## config.mk

```make
export PLATFORM = sky130hd
export DESIGN_NAME = systolic_ctrl
export DESIGN_NICKNAME = d
export VERILOG_FILES = /design/src/rtl/systolic_ctrl.sv
export SDC_FILE = /design/constraint.sdc
export NUM_CORES = 1
export LEC_CHECK = 0
export BUFFER_PORTS_ARGS = -buffer_cell sky130_fd_sc_hd__buf_2
export CORE_AREA = 2 2 223 225
export DETAILED_ROUTE_END_ITERATION = 7
export DIE_AREA = 0 0 225 227
export HOLD_SLACK_MARGIN = 0.06
export MAX_ROUTING_LAYER = met4
export PLACE_DENSITY = 0.75
export SLEW_MARGIN = 30
export SYNTH_ARGS = -nofsm -noshare
export SYNTH_HDL_FRONTEND = slang
export SYNTH_SLANG_ARGS = --single-unit
```

## constraint.sdc

```tcl
create_clock -name clk -period 3.45 [get_ports clk]
set_clock_uncertainty 0.2 [all_clocks]
set_input_delay 0.69 -clock clk [delete_from_list [all_inputs] [get_ports clk]]
set_output_delay 0.69 -clock clk [all_outputs]
set_load 0.1 [all_outputs]
```

## src/rtl/systolic_ctrl.sv

```systemverilog
// systolic_ctrl: sequencer for an N x N systolic array of MAC cells.
// Clears the array, streams k_len operand columns/rows with a diagonal skew,
// flushes the pipeline, then steps a row-select through the results.
// Optional feature: define SYS_CTRL_PERF_EN to enable the perf_cycles job counter
// (otherwise perf_cycles is tied to zero).
module systolic_ctrl #(
   parameter int unsigned N      = 4,
   parameter int unsigned DATA_W = 32,
   parameter int unsigned K_W    = 8,
   parameter int unsigned PE_LAT = 1
) (
   input  logic                    clk,
   input  logic                    rst,
   input  logic                    start,
   input  logic [K_W-1:0]          k_len,
   output logic                    busy,
   output logic                    done,
   output logic                    rd_en,
   output logic [K_W-1:0]          rd_addr,
   input  logic [N*DATA_W-1:0]     a_col_in,
   input  logic [N*DATA_W-1:0]     b_row_in,
   output logic                    pe_rst_n,
   output logic [N*DATA_W-1:0]     arr_a,
   output logic [N*DATA_W-1:0]     arr_b,
   output logic                    c_valid,
   output logic [$clog2(N)-1:0]    c_row,
   output logic [31:0]             perf_cycles
);

   localparam int unsigned ROW_W = $clog2(N);
   localparam int unsigned F     = N * (PE_LAT + 1) + 1;
   localparam int unsigned FL_W  = $clog2(F + 1);

   typedef enum logic [2:0] {
      S_IDLE,
      S_CLEAR,
      S_FEED,
      S_FLUSH,
      S_DRAIN,
      S_DONE
   } state_e;

   state_e            state_q, state_d;
   logic [K_W-1:0]    k_len_q, k_len_d;
   logic [K_W-1:0]    rd_addr_q, rd_addr_d;
   logic [FL_W-1:0]   flush_cnt_q, flush_cnt_d;
   logic [ROW_W-1:0]  c_row_q, c_row_d;
   logic              busy_q, busy_d;
   logic              done_q, done_d;
   logic              rd_en_q, rd_en_d;
   logic              pe_rst_n_q, pe_rst_n_d;
   logic              c_valid_q, c_valid_d;
   logic              vld_q;

   // Next-state and registered-output decode; outputs follow the next state.
   always_comb begin
      state_d     = state_q;
      k_len_d     = k_len_q;
      rd_addr_d   = rd_addr_q;
      flush_cnt_d = flush_cnt_q;
      c_row_d     = c_row_q;
      busy_d      = 1'b0;
      done_d      = 1'b0;
      rd_en_d     = 1'b0;
      pe_rst_n_d  = 1'b1;
      c_valid_d   = 1'b0;

      case (state_q)
         S_IDLE: begin
            if (start) begin
               if (k_len != '0) begin
                  k_len_d = k_len;
                  state_d = S_CLEAR;
               end else begin
                  state_d = S_DONE;
               end
            end
         end
         S_CLEAR: begin
            rd_addr_d = '0;
            state_d   = S_FEED;
         end
         S_FEED: begin
            if (rd_addr_q == K_W'(k_len_q - K_W'(1))) begin
               rd_addr_d   = '0;
               flush_cnt_d = '0;
               state_d     = S_FLUSH;
            end else begin
               rd_addr_d = K_W'(rd_addr_q + K_W'(1));
            end
         end
         S_FLUSH: begin
            if (flush_cnt_q == FL_W'(F - 1)) begin
               c_row_d = '0;
               state_d = S_DRAIN;
            end else begin
               flush_cnt_d = FL_W'(flush_cnt_q + FL_W'(1));
            end
         end
         S_DRAIN: begin
            if (c_row_q == ROW_W'(N - 1)) begin
               state_d = S_DONE;
            end else begin
               c_row_d = ROW_W'(c_row_q + ROW_W'(1));
            end
         end
         S_DONE: begin
            state_d = S_IDLE;
         end
         default: begin
            state_d = S_IDLE;
         end
      endcase

      busy_d     = (state_d != S_IDLE);
      done_d     = (state_d == S_DONE);
      rd_en_d    = (state_d == S_FEED);
      pe_rst_n_d = (state_d != S_CLEAR);
      c_valid_d  = (state_d == S_DRAIN);
   end

   // FSM state, counters and control outputs.
   always_ff @(posedge clk) begin
      if (!rst) begin
         state_q     <= S_IDLE;
         k_len_q     <= '0;
         rd_addr_q   <= '0;
         flush_cnt_q <= '0;
         c_row_q     <= '0;
         busy_q      <= 1'b0;
         done_q      <= 1'b0;
         rd_en_q     <= 1'b0;
         pe_rst_n_q  <= 1'b0;
         c_valid_q   <= 1'b0;
         vld_q       <= 1'b0;
      end else begin
         state_q     <= state_d;
         k_len_q     <= k_len_d;
         rd_addr_q   <= rd_addr_d;
         flush_cnt_q <= flush_cnt_d;
         c_row_q     <= c_row_d;
         busy_q      <= busy_d;
         done_q      <= done_d;
         rd_en_q     <= rd_en_d;
         pe_rst_n_q  <= pe_rst_n_d;
         c_valid_q   <= c_valid_d;
         vld_q       <= rd_en_q;
      end
   end

   assign busy     = busy_q;
   assign done     = done_q;
   assign rd_en    = rd_en_q;
   assign rd_addr  = rd_addr_q;
   assign pe_rst_n = pe_rst_n_q;
   assign c_valid  = c_valid_q;
   assign c_row    = c_row_q;

   // Per-lane skew: lane i is i+1 registers deep; invalid slots enter as +0.0.
   for (genvar i = 0; i < int'(N); i++) begin : g_lane
      localparam int unsigned D = i + 1;

      logic [DATA_W-1:0] a_pipe_q [D];
      logic [DATA_W-1:0] a_pipe_d [D];
      logic [DATA_W-1:0] b_pipe_q [D];
      logic [DATA_W-1:0] b_pipe_d [D];

      // Shift the lane forward; the entry stage is zeroed when no operand is valid.
      always_comb begin
         a_pipe_d[0] = vld_q ? a_col_in[i*DATA_W +: DATA_W] : '0;
         b_pipe_d[0] = vld_q ? b_row_in[i*DATA_W +: DATA_W] : '0;
         for (int unsigned s = 1; s < D; s++) begin
            a_pipe_d[s] = a_pipe_q[s-1];
            b_pipe_d[s] = b_pipe_q[s-1];
         end
      end

      // Lane delay registers.
      always_ff @(posedge clk) begin
         if (!rst) begin
            for (int unsigned s = 0; s < D; s++) begin
               a_pipe_q[s] <= '0;
               b_pipe_q[s] <= '0;
            end
         end else begin
            for (int unsigned s = 0; s < D; s++) begin
               a_pipe_q[s] <= a_pipe_d[s];
               b_pipe_q[s] <= b_pipe_d[s];
            end
         end
      end

      assign arr_a[i*DATA_W +: DATA_W] = a_pipe_q[D-1];
      assign arr_b[i*DATA_W +: DATA_W] = b_pipe_q[D-1];
   end

`ifdef SYS_CTRL_PERF_EN
   logic [31:0] perf_q, perf_d;

   // Job cycle counter: clear on accepted start, count busy cycles, saturate.
   always_comb begin
      perf_d = perf_q;
      if (state_q == S_IDLE && start) begin
         perf_d = '0;
      end else if (busy_q && (perf_q != '1)) begin
         perf_d = 32'(perf_q + 32'd1);
      end
   end

   // Perf counter register.
   always_ff @(posedge clk) begin
      if (!rst) begin
         perf_q <= '0;
      end else begin
         perf_q <= perf_d;
      end
   end

   assign perf_cycles = perf_q;
`else
   assign perf_cycles = 32'd0;
`endif

endmodule
```

Yosys cells after proc, flatten, opt, wreduce, memory -nomap -nowiden. Memories as Yosys holds them, arrays and structs flattened. Cells that the tools add are included.

Bitwise operators: 18. Reduce and logical (&&, ||, !) cells: 11. Mux-type cells: 46. $add $sub $neg: 4. Eq/ne operators: 15.

Operators with widths (number): $mux 32 (28); $reduce_or 32->1 (2); $or 1x1->1 (18); $pmux 8 s2 (1); $mux 3 (5); $pmux 3 s5 (1); $eq 3x2->1 const B (3); $eq 3x3->1 const B (3); $reduce_and 3->1 (3); $add 8x1->8 const B (1); $eq 8x8->1 (1); $mux 4 (2); $mux 8 (1); $ne 2x2->1 const B (4); $pmux 4 s2 (1); $reduce_bool 8->1 (1); $sub 8x1->8 const B (1); $reduce_bool 2->1 (3); $add 4x1->4 const B (1); $eq 4x4->1 const B (1); $mux 1 (4); $mux 2 (2); $pmux 2 s2 (1); $eq 3x1->1 const B (1); other kinds (5) (5).

Word-level logic and storage cells: 113. Output and inout bits: 303. Input port bits: 267. Register bits: 31. Bits in writable memories: 640. Memories: 8.

Memories: g_lane[3].a_pipe_q (depth 4, bits a word 32, rd ports 4, clocked after memory_dff 0, wr ports 4, RTL line 163) `logic [DATA_W-1:0] a_pipe_q [D];`; g_lane[3].b_pipe_q (depth 4, bits a word 32, rd ports 4, clocked after memory_dff 0, wr ports 4, RTL line 165) `logic [DATA_W-1:0] b_pipe_q [D];`; g_lane[2].a_pipe_q (depth 3, bits a word 32, rd ports 3, clocked after memory_dff 0, wr ports 3, RTL line 163); g_lane[2].b_pipe_q (depth 3, bits a word 32, rd ports 3, clocked after memory_dff 0, wr ports 3, RTL line 165); g_lane[1].a_pipe_q (depth 2, bits a word 32, rd ports 2, clocked after memory_dff 0, wr ports 2, RTL line 163); g_lane[1].b_pipe_q (depth 2, bits a word 32, rd ports 2, clocked after memory_dff 0, wr ports 2, RTL line 165); +2 memories.

Longest topological paths before layout.
Word-level depth: 5. Depth in mapped cells: 9. Gate-level depth less buffers: 8.

Worst setup path before layout. OpenSTA, ideal clock, no wires.

Kind: reg2reg. Start point: reg rd_addr_q[6] (netlist: rd_addr[6]). End point: reg flush_cnt_q[0]. Stages on the path, launching flop included: 8. Required time: 3.134 ns. Setup slack: 0.560 ns. Period minus slack after synthesis: 2.890 ns. Setup time: 0.116 ns. Buffers on the path: 1. Data arrival time: 2.573 ns. Cell sequence: dfxtp_1 -> xnor3_1 -> nand4_1 -> a31o_1 -> o31a_1 -> or3_1 -> buf_2 -> a41o_1.

Cells in the longest elaborated chain, start to end: 3.

Ends and longest elaborated chain: from (decl) (RTL line 45) `logic [K_W-1:0] rd_addr_q, rd_addr_d;`; from (signal assigned) (RTL line 139) `rd_addr_q <= rd_addr_d;`; $eq 8x8->1 (RTL line 84) `if (rd_addr_q == K_W'(k_len_q - K_W'(1))) begin`; $ne 2x2->1 (no source line); $reduce_and 3->1 (no source line); to (signal assigned) (RTL line 140) `flush_cnt_q <= flush_cnt_d;`; to (decl) (RTL line 46) `logic [FL_W-1:0] flush_cnt_q, flush_cnt_d;`.

Every way passes these cells. A chain may end at the register's enable or synchronous reset.

Worst setup path after layout.
Start point: reg k_len_q[0]. End point: reg flush_cnt_q[1].

Cells in the longest elaborated chain, start to end: 4.

Ends and longest elaborated chain: from (decl) (RTL line 44) `logic [K_W-1:0] k_len_q, k_len_d;`; from (signal assigned) (RTL line 138) `k_len_q <= k_len_d;`; $sub 8x1->8 (RTL line 84); $eq 8x8->1 (RTL line 84); $ne 2x2->1 (no source line); $reduce_and 3->1 (no source line).

Every way passes these cells.

==> flow_metrics.py <==
metrics = {
    "worst_setup_path": {
        "start_kind": "flop",
        "worst_path_largest_cell_delay_ns": 0.49,
        "crit_chain": "inv_1 > ha_1 > o21bai_1 > a211o_1 > a31o_1 > o31a_1 > or3_1 > a41o_1",
        "worstPathRequired_ns": 3.74,
        "critPathArrivalTime_ns": 2.92,
        "reg2regPathDepth": 8,
        "end_kind": "flop",
        "path_class": "flop to flop",
        "crit_slowest_cell": "or3_1",
        "path_max_fanout": 7,
    },
    "sta": {
        "max_freq_ghz": 0.3802,
        "hold_violations": 0,
        "fin_crit_sh_pct": 76.23,
        "holdWs_ns": 0.1288,
        "setup_viol": 0,
        "worst_pin_slew_ns": 0.6927,
        "tns_ns": 0,
        "drv_slew": 0,
        "rsz0062_at_grt": "false",
        "period_needed_ns": 2.630,
        "relSlewSlack_pct": 53.82,
    },
    "routing": {
        "ant_nets": 0,
        "drc": 0,
        "drt_pass1_iterations": 6,
        "vias_per_cell": 4.388,
        "wl_per_cell_um": 15.45,
        "finalWirelength_um": 43210,
        "routed-via-count": 12270,
        "drt_iter0_markers": 607,
    },
    "layout": {
        "fillers": 4185,
        "mostFrequentLayoutCells": "dfxtp_1 (670), buf_2 (536), and2_1 (390), and3_1 (259), clkbuf_16 (68)",
        "multiInputGateArea_mm2": 0.005046,
        "postLayoutCellArea_mm2": 0.02451,
        "nets": 2383,
        "synthToLayoutAreaGrowth_pct": 28.69,
        "final_common_cell": "dfxtp_1",
        "final_util_pct": 50.48,
        "register_area_mm2": 0.01344,
        "layout-drive-gt1-share_pct": 30.36,
    },
    "clock_tree": {
        "cts_root_buf": "clkbuf_16",
        "holdBufCountCts": 0,
        "clockBufferDepth": 3,
        "numCtsBuffers": 68,
        "tritoncts": "done",
        "clk_latency_ns": 0.59,
        "clock_sinks": 671,
        "clkSlewWorstSetupHoldPaths_ns": 0.06,
        "ctsResizeCount": 0,
        "htreeDepth": 3,
        "cts_setup_buffers": 0,
    },
    "yosys": {
        "async_flop_share_pct": 0,
        "yosys.area.top_type": "dfxtp_1",
        "synth_enable_flop_cells": 0,
        "yosysSeqAreaShare_pct": 70.54,
        "syn_area_mm2": 0.01904,
        "synth_cell_types": 45,
        "yosys_warnings": 0,
        "synth.ff_latch_count": 671,
        "yosysTopAreaCellShare_pct": 70.54,
        "synth.area.top_cells": "dfxtp_1 (71%), and2_1 (13%), and3_1 (8.5%)",
        "syn_avg_cell_area_um2": 11.86,
        "synthCells": 1605,
        "ys.flop_type": "dfxtp_1",
    },
    "floorplanning": {
        "rows": 81,
        "initial_core_util_pct": 39.23,
        "die_y_um": 227,
        "core-area_mm2": 0.04855,
        "io-pin-count": 570,
        "die_x_um": 225,
        "die-area_mm2": 0.05108,
    },
    "power_and_ir_drop": {
        "total_power_mw": 16.43,
        "pwr-share-comb_pct": 5.1,
        "internal_power_mw": 12.76,
        "power_density_mw_per_mm2": 670.3,
        "switching_power_mw": 3.661,
        "peakVddDrop_uv": 491.6,
        "p_leak_nw": 12.37,
        "power_frac_clock_pct": 46.9,
        "netSwitchingFraction_pct": 22.29,
        "p_seq_share_pct": 48.0,
    },
    "place": {
        "placed_area_mm2": 0.02209,
        "gp_congestion": 0.8357,
        "numPortBuffers": 537,
        "dp_hpwl_um": 29500,
    },
    "hold_path": {
        "whs_path_depth": 2,
        "hold_class": "input port to flop",
    },
    "global_routing": {
        "track_usage_pct": 16.59,
        "grt_pass1_wl_um": 63880,
        "grt.overflow.total": 0,
        "first_global_vias": 12110,
        "grt_max_degree": 234,
        "antenna_found_initial": 20,
    },
    "job": {
        "maxCapViolations": 0,
    },
    "status": {
        "status": "completed",
    },
}
[cells by family after synthesis]
kind of cell,share of synthesized area (%)
flops,70.54
buf+inv,3.568
compound gates,0.9790
mux,0.2694
fa+ha+maj,0.3285
simple gates,23.48
other cells,0.01969
xor+xnor,0.8082
[critical path, delay by kind of cell (launching register included)]
family,cells,cell delay (ns)
DFF,1,0.39
buffers and inverters,1,0.08
adders and majority gates,1,0.26
AOI/OAI and AO/OA,5,1.11
and+or+nand+nor,1,0.49
[routing by layer]
metal / track usage [%] / share of wire [%] / up-vias
met5: - / 0 / -
met4: 9.058 / 4.2 / 0
met3: 5.395 / 7.6 / 106
met2: 26.54 / 48 / 434
met1: 18.42 / 40 / 5629
li1: - / - / 6099
[sequential cells by signal (all words and copies together), names as in the netlist, 2 cells and up]
| name | count |
|---|---|
| k_len_q | 8 |
| state_q | 3 |
| rd_addr | 8 |
| c_row | 2 |
| g_lane.a_pipe_q | 320 |
| flush_cnt_q | 4 |
| g_lane.b_pipe_q | 320 |
[cell usage after synthesis, types with 2 or more instances]
master,number
a21oi_1,8
a41o_1,2
and2_1,390
and3_1,259
buf_2,3
buf_4,32
clkbuf_1,102
dfxtp_1,671
ha_1,5
inv_1,9
mux2i_1,4
nand2_1,27
nand2b_1,2
nand3_1,5
nand4_1,2
nand4b_1,2
nor2_1,23
nor2b_1,3
nor3_1,5
nor3b_1,2
nor4b_1,2
o21ai_0,5
o221ai_1,4
o31ai_1,2
or3_1,3
xnor2_1,12
xor2_1,3
[power by group through the flow]
stage	sequential (mW)	combinational [mW]	clock, mW
floorplan	8.25	0.411	0
global placement	8.05	0.818	0
detailed placement	8.05	0.832	0
CTS	7.88	0.837	7.91
global route	7.89	0.890	8.23
finish	7.88	0.835	7.71
[path summary, 6_finish.rpt]
| path | end | slack, ns | from |
|---|---|---|---|
| max reg2reg | flush_cnt_q[1] | 0.82 | k_len_q[0] |
| max | flush_cnt_q[1] | 0.82 | k_len_q[0] |
| min reg2reg | g_lane[2].a_pipe_q[0][85] | 0.22 | g_lane[2].a_pipe_q[0][53] |
| min | g_lane[3].a_pipe_q[0][8] | 0.13 | a_col_in[104] |
[per-stage QoR]
step           setup WS [ns]  std cells
2_1_floorplan         0.5603       1636
3_3_place_gp          0.9155       2663
3_5_place_dp          0.8252       2663
4_1_cts               0.8092       2783
5_1_grt               0.6943       2796
6_report              0.8201       2796
[final cells by class]
type                            instances  area share, %
Timing Repair Buffer                  543          11.40
Sequential cell                       671          54.83
Tap cell                              622          3.176
Inverter                               10         0.1532
Antenna cell                           13         0.1327
Multi-Input combinational cell        817          20.59
Clock buffer                           90          7.648
Clock inverter                         30          2.073
No activity file was read; power rests on OpenSTA's default activity.
